## src/rtl/ttt_board_tracker_if.sv

```systemverilog
// ttt_board_tracker_if: move/result stream from the tictactoe core and tracker status outputs
interface ttt_board_tracker_if;
  logic [1:0]  xoroin, rowin, colin, winin;
  logic        clear;
  logic [17:0] board;
  logic [3:0]  movecount, xscore, oscore, draws;
  logic [1:0]  result, gstate;
  logic        err;
  logic [2:0]  scanrow;
  logic [5:0]  scancells;
  modport master (
    output xoroin, rowin, colin, winin, clear,
    input  board, movecount, result, gstate, xscore, oscore, draws, err, scanrow, scancells
  );
  modport slave (
    input  xoroin, rowin, colin, winin, clear,
    output board, movecount, result, gstate, xscore, oscore, draws, err, scanrow, scancells
  );
endinterface

```

## src/rtl/ttt_board_tracker.sv

```systemverilog
// ttt_board_tracker: board mirror, move count, result latch, tallies and LED row scan
module ttt_board_tracker #(
  parameter int SCANDIV = 4
) (
  input logic ph1,
  input logic reset,
  ttt_board_tracker_if.slave bus
);
  localparam int CW = SCANDIV > 1 ? $clog2(SCANDIV) : 1;
  typedef enum logic [1:0] {IDLE = 2'b00, PLAY = 2'b01, OVER = 2'b10} state_t;
  state_t      r_state;
  logic [17:0] r_board;
  logic [3:0]  r_mc, r_x, r_o, r_d;
  logic [1:0]  r_res;
  logic        r_err;
  logic [2:0]  r_row;
  logic [CW-1:0] r_cnt;
  logic [3:0]  w_idx;
  logic [1:0]  w_cell;
  logic        w_valid;
  logic [5:0]  w_cells;
  assign w_idx   = {1'b0, bus.rowin, 1'b0} + {2'b00, bus.rowin} + {2'b00, bus.colin};
  assign w_cell  = r_board[{w_idx, 1'b0} +: 2];
  assign w_valid = (bus.xoroin == 2'b01 || bus.xoroin == 2'b10) && bus.rowin != 2'd3 && bus.colin != 2'd3;
  always_comb begin
    w_cells = r_row[0] ? r_board[5:0] : r_row[1] ? r_board[11:6] : r_board[17:12];
  end
  always_ff @(posedge ph1 or posedge reset) begin
    if (reset) begin
      r_state <= IDLE;
      r_board <= '0;
      r_mc    <= '0;
      r_res   <= '0;
      r_x     <= '0;
      r_o     <= '0;
      r_d     <= '0;
      r_err   <= 1'b0;
      r_row   <= 3'b001;
      r_cnt   <= '0;
    end else begin
      if (r_cnt == CW'(SCANDIV - 1)) begin
        r_cnt <= '0;
        r_row <= {r_row[1:0], r_row[2]};
      end else begin
        r_cnt <= r_cnt + 1'b1;
      end
      r_err <= 1'b0;
      if (bus.clear) begin
        r_state <= IDLE;
        r_board <= '0;
        r_mc    <= '0;
        r_res   <= '0;
      end else if (r_state == OVER) begin
        r_err <= bus.xoroin != 2'b00;
      end else begin
        if (bus.xoroin != 2'b00) begin
          if (w_valid && w_cell == 2'b00) begin
            r_board[{w_idx, 1'b0} +: 2] <= bus.xoroin;
            r_mc <= r_mc + 4'd1;
            if (r_state == IDLE) r_state <= PLAY;
          end else begin
            r_err <= 1'b1;
          end
        end
        // win is only honoured once a game is under way; IDLE results are stale
        if (r_state == PLAY && bus.winin != 2'b00) begin
          r_res   <= bus.winin;
          r_state <= OVER;
          if (bus.winin == 2'b01 && r_x != 4'hf) r_x <= r_x + 4'd1;
          if (bus.winin == 2'b10 && r_o != 4'hf) r_o <= r_o + 4'd1;
          if (bus.winin == 2'b11 && r_d != 4'hf) r_d <= r_d + 4'd1;
        end
      end
    end
  end
  assign bus.board     = r_board;
  assign bus.movecount = r_mc;
  assign bus.result    = r_res;
  assign bus.gstate    = r_state;
  assign bus.xscore    = r_x;
  assign bus.oscore    = r_o;
  assign bus.draws     = r_d;
  assign bus.err       = r_err;
  assign bus.scanrow   = r_row;
  assign bus.scancells = w_cells;
endmodule

```

## src/flat_wrapper.sv

```systemverilog
// flat-port wrapper written by rule: the top's interface ports become plain ports
module ttt_board_tracker_flat 
#(
  parameter int SCANDIV = 4
)
  (ph1, reset, bus_xoroin, bus_rowin, bus_colin, bus_winin, bus_clear, bus_board, bus_movecount, bus_result, bus_gstate, bus_xscore, bus_oscore, bus_draws, bus_err, bus_scanrow, bus_scancells);
  ttt_board_tracker_if bus_i ();
  input logic ph1;
  input logic reset;
  input wire logic [$bits(bus_i.xoroin)-1:0] bus_xoroin;
  input wire logic [$bits(bus_i.rowin)-1:0] bus_rowin;
  input wire logic [$bits(bus_i.colin)-1:0] bus_colin;
  input wire logic [$bits(bus_i.winin)-1:0] bus_winin;
  input wire logic [$bits(bus_i.clear)-1:0] bus_clear;
  output wire logic [$bits(bus_i.board)-1:0] bus_board;
  output wire logic [$bits(bus_i.movecount)-1:0] bus_movecount;
  output wire logic [$bits(bus_i.result)-1:0] bus_result;
  output wire logic [$bits(bus_i.gstate)-1:0] bus_gstate;
  output wire logic [$bits(bus_i.xscore)-1:0] bus_xscore;
  output wire logic [$bits(bus_i.oscore)-1:0] bus_oscore;
  output wire logic [$bits(bus_i.draws)-1:0] bus_draws;
  output wire logic [$bits(bus_i.err)-1:0] bus_err;
  output wire logic [$bits(bus_i.scanrow)-1:0] bus_scanrow;
  output wire logic [$bits(bus_i.scancells)-1:0] bus_scancells;
  assign bus_i.xoroin = bus_xoroin;
  assign bus_i.rowin = bus_rowin;
  assign bus_i.colin = bus_colin;
  assign bus_i.winin = bus_winin;
  assign bus_i.clear = bus_clear;
  assign bus_board = bus_i.board;
  assign bus_movecount = bus_i.movecount;
  assign bus_result = bus_i.result;
  assign bus_gstate = bus_i.gstate;
  assign bus_xscore = bus_i.xscore;
  assign bus_oscore = bus_i.oscore;
  assign bus_draws = bus_i.draws;
  assign bus_err = bus_i.err;
  assign bus_scanrow = bus_i.scanrow;
  assign bus_scancells = bus_i.scancells;
  ttt_board_tracker #(.SCANDIV(SCANDIV)) u_core (.ph1(ph1), .reset(reset), .bus(bus_i));
endmodule
```

## config.mk

```make
export PLATFORM = sky130hd
export DESIGN_NAME = ttt_board_tracker_flat
export DESIGN_NICKNAME = d
export VERILOG_FILES = /design/src/rtl/ttt_board_tracker_if.sv /design/src/rtl/ttt_board_tracker.sv /design/src/flat_wrapper.sv
export SDC_FILE = /design/constraint.sdc
export NUM_CORES = 1
export LEC_CHECK = 0
export CAP_MARGIN = 20
export CORE_ASPECT_RATIO = 0.75
export CORE_MARGIN = 1.5
export CORE_UTILIZATION = 50
export CTS_CLUSTER_DIAMETER = 150
export CTS_CLUSTER_SIZE = 20
export DETAILED_ROUTE_END_ITERATION = 12
export PLACE_DENSITY = 0.8
export SETUP_SLACK_MARGIN = 0.1
export SLEW_MARGIN = 25
export SYNTH_ARGS = -nofsm -noshare
export SYNTH_HDL_FRONTEND = slang
export SYNTH_SLANG_ARGS = --single-unit
```

## constraint.sdc

```tcl
create_clock -name ph1 -period 2.2 [get_ports ph1]
set_input_delay 0.44 -clock ph1 [delete_from_list [all_inputs] [get_ports ph1]]
set_output_delay 0.44 -clock ph1 [all_outputs]
set_load 0.02 [all_outputs]
```

==> results.sh <==
export IMPL_busiest_layer="met1"
export IMPL_dieArea_sq_um=5610
export IMPL_syn_avg_cell_area_sq_um=10.3
export IMPL_syn_area_sq_um=2580
export IMPL_slew_viol_final=0
export IMPL_status="finished, violations left"
export IMPL_gr_total_overflow=0
export IMPL_clock_root_buffer="clkbuf_8"
export IMPL_yosys_top_cells_area="dfrtp_1 42%, mux2i_1 7.0%, ha_1 5.8%, nand2b_1 4.6%, mux2_2 3.1%"
export IMPL_die_w_um=86.0
export IMPL_p_leak_nw=1.84
export IMPL_cts_tree="done"
export IMPL_grt_start_max_net_pins=45
export IMPL_violations="negative setup slack"
export IMPL_synth_top_family_by_area="simple AND/OR/NAND/NOR gates"
export IMPL_synth_most_common_cell="dfrtp_1"
export IMPL_syn_nets=276
export IMPL_synth_distinct_cells=47
export IMPL_clockBufferDepth=2
export IMPL_synth_warnings=0
export IMPL_synth_fa_ha_area_share_pct=7.36
export IMPL_max_freq_mhz=357
export IMPL_timing_rr_start="u_core.bus.gstate[1]"
export IMPL_antenna_found_initial=0
export IMPL_min_to="u_core.r_cnt[0]"
export IMPL_drt_iter0_drc=214
export IMPL_timing_final_ws_setup_ps=-603
export IMPL_async_flop_share_pct=100
export IMPL_grtUsageMet1_pct=41.7
export IMPL_synth_compound_area_share_pct=9.45
export IMPL_clock_sinks=44
export IMPL_p_int_w=0.00169
export IMPL_power_frac_comb_pct=37.7
export IMPL_placed_area_sq_um=3680
export IMPL_die_height_um=65.2
export IMPL_synth_mux_area_share_pct=11.0
export IMPL_ys_top_cells_by_count="43 x dfrtp_1, 19 x nand2_1, 19 x nand2b_1, 18 x mux2i_1, 13 x o21ai_0"
export IMPL_ys_flop_type="dfrtp_1"
export IMPL_fp_coreArea_sq_um=4930
export IMPL_clock_latency_ps=300
export IMPL_grt_pass1_wl_um=12000
export IMPL_portBuffers=58
export IMPL_finClkSkew_ps=5.07
export IMPL_fin_crit_ps=2800
export IMPL_crit_arrival_ps=3010
export IMPL_seqPwrFrac_pct=36.3
export IMPL_irDropWorstVdd_mv=0.490
export IMPL_cellPowerDensity_nw_per_um2=618
export IMPL_clkTransAtPathRegs_ps=80
export IMPL_drive_gt1_share_pct=33.7
export IMPL_required_ps=2410
export IMPL_start_util_pct=52.4
export IMPL_cap_violations=0
export IMPL_grtUsageMet2_pct=41.3
export IMPL_worst_r2r_setup_slack_ps=70
export IMPL_htreeDepth=2
export IMPL_vias=2489
export IMPL_post_route_drc_count=0
export IMPL_finalWirelength_um=8390
export IMPL_endpoint_kind="flip-flop"
export IMPL_min_path_cells=1
export IMPL_yosysTopAreaCell="dfrtp_1"
export IMPL_yosysTopAreaCellShare_pct=41.7
export IMPL_post_place_ws_ps=-1290
export IMPL_grt_met3_usage_pct=5.65
export IMPL_pwr_share_clk_pct=26.0
export IMPL_max_slew_margin_rel_pct=48.1
export IMPL_synth_xor_area_share_pct=3.73
export IMPL_synth_edf_count=0
export IMPL_crit_type="primary input to flip-flop"
export IMPL_ys_ff_latch=44
export IMPL_synth_simple_gate_area_share_pct=22.6
export IMPL_seq_area_sq_um=1100
export IMPL_stdcell_area_sq_um=4100
export IMPL_tightest_slew_ps=770
export IMPL_wl_per_cell_um=19.9
export IMPL_critPathLaunchType="primary input"
export IMPL_rows=22
export IMPL_drtPass1Iterations=5
export IMPL_viasPerCell=5.90
export IMPL_setup_violations=24
export IMPL_globalplace_congestion=0.960
export IMPL_cts_buffers=5
export IMPL_tns_ps=-11790
export IMPL_syn_inst=251
export IMPL_area_delta_synth_final_pct=58.9
export IMPL_grt_use_total_pct=28.2
export IMPL_reg2regPathDepth=7
export IMPL_hpwl_um=5650
export IMPL_swShare_pct=33.3
export IMPL_hold_start="u_core.r_cnt[0]"
export IMPL_ios=59
export IMPL_post_route_period_util_pct=127
export IMPL_nFillCells=276
export IMPL_rsz0062_at_grt="yes"
export IMPL_hp_class="flip-flop to flip-flop"
export IMPL_yosysSeqAreaShare_pct=42.7
export IMPL_antenna_cells=0
export IMPL_net_switching_power_w=0.000844
export IMPL_final_util_pct=83.3
export IMPL_hold_viol_final=0
export IMPL_fin_nets=386
export IMPL_r2r_end="u_core.bus.board[15]"
export IMPL_multi_input_area_sq_um=1740
export IMPL_cp_max_fo=4
export IMPL_grt_pass1_vias=2358
export IMPL_ant_nets=0
export IMPL_totalPowerFinal_w=0.00254
logic make-up (layout without fill, tap and decap cells):
| logic type | count (synthesis) | after routing |
|---|---|---|
| simple gates | 101 | 101 |
| flops | 44 | 44 |
| compound gates | 35 | 35 |
| mux | 27 | 27 |
| buf+inv | 19 | 130 |
| fa+ha+maj | 14 | 14 |
| xor+xnor | 11 | 11 |
metrics by stage:
stage               instances  hold slack, ps
floorplan                 251             403
global placement          410             413
detailed placement        410             433
CTS                       420             445
global route              422             460
finish                    422             438
cells in the final DEF, fill, tap and decap left out, types with 5 or more instances in the layout:
cell | synthesis | final
buf_4 | 0 | 46
xnor2_1 | 6 | 6
nor2_1 | 9 | 8
mux2_2 | 7 | 6
dlygate4sd2_1 | 0 | 6
buf_6 | 1 | 10
o21ai_0 | 13 | 12
a21oi_1 | 6 | 5
nor2b_1 | 5 | 5
nand3_4 | 0 | 8
nand4_1 | 7 | 7
mux2i_1 | 18 | 18
clkbuf_8 | 0 | 6
inv_1 | 9 | 9
nand2_1 | 19 | 19
ha_1 | 12 | 9
clkdlybuf4s50_1 | 0 | 47
nand2b_1 | 19 | 18
dfrtp_1 | 43 | 42
critical path, cell delays in order:
cell and delay [ps]:
buf_6 100, fa_1 540, ha_2 170, fa_2 450, or3_4 340, a311o_1 300, buf_4 150, nand3_4 90
buf_4 120, o21ai_0 80, a21oi_1 220
area by class of cell:
cell class,instances,area share (%)
Multi-Input combinational cell,188,42.4
Sequential cell,44,26.9
Timing Repair Buffer,112,25.0
Clock buffer,6,2.01
Tap cell,60,1.83
Clock inverter,2,0.945
Inverter,10,0.915
routing by layer:
metal  vias to the layer above  routed length, um
met4                         0                155
li1                       1115                  -
met1                      1239               3680
met3                        17                715
met2                       118               3830
met5                         -                  0
power by group through the flow:
| stage | registers [W] | logic [W] | clock network (W) |
|---|---|---|---|
| 2_1_floorplan | 0.000986 | 0.000343 | 0 |
| 3_3_place_gp | 0.000930 | 0.000757 | 0 |
| 3_5_place_dp | 0.000933 | 0.000780 | 0 |
| 4_1_cts | 0.000917 | 0.000820 | 0.000663 |
| 5_1_grt | 0.000930 | 0.00100 | 0.000711 |
| 6_report | 0.000920 | 0.000956 | 0.000659 |
state kept, by name, indices dropped and copies added (netlist names):
| signal | flops |
|---|---|
| u_core.bus.oscore | 4 |
| u_core.bus.draws | 4 |
| u_core.bus.result | 2 |
| u_core.bus.scanrow | 3 |
| u_core.bus.board | 18 |
| u_core.r_cnt | 2 |
| u_core.bus.gstate | 2 |
| u_core.bus.xscore | 4 |
| u_core.bus.movecount | 4 |
| u_core.bus.err | 1 |
how the worst max path moves through the flow:
stage | start | end | slack [ps] | cells after the start
2_1_floorplan | bus_colin[1] | u_core.bus.movecount[3] | -710 | 8
5_1_grt | bus_rowin[0] | u_core.bus.movecount[3] | -640 | 8
4_1_cts | bus_colin[1] | u_core.bus.movecount[3] | -660 | 10
3_3_place_gp | bus_colin[1] | u_core.bus.movecount[3] | -1220 | 10
6_report | bus_rowin[0] | u_core.bus.movecount[1] | -600 | 11
3_5_place_dp | bus_colin[1] | u_core.bus.board[4] | -1290 | 9
repair_timing:
action / 4_1_cts / 5_1_grt
hold buffers: 0 / 0
pin swaps: 12 / 15
hold endpoints to repair: 0 / 0
setup buffers: 2 / 3
gates resized for setup: 31 / 43
setup endpoints to repair: 30 / 25
(Power assumes the default switching activity.)
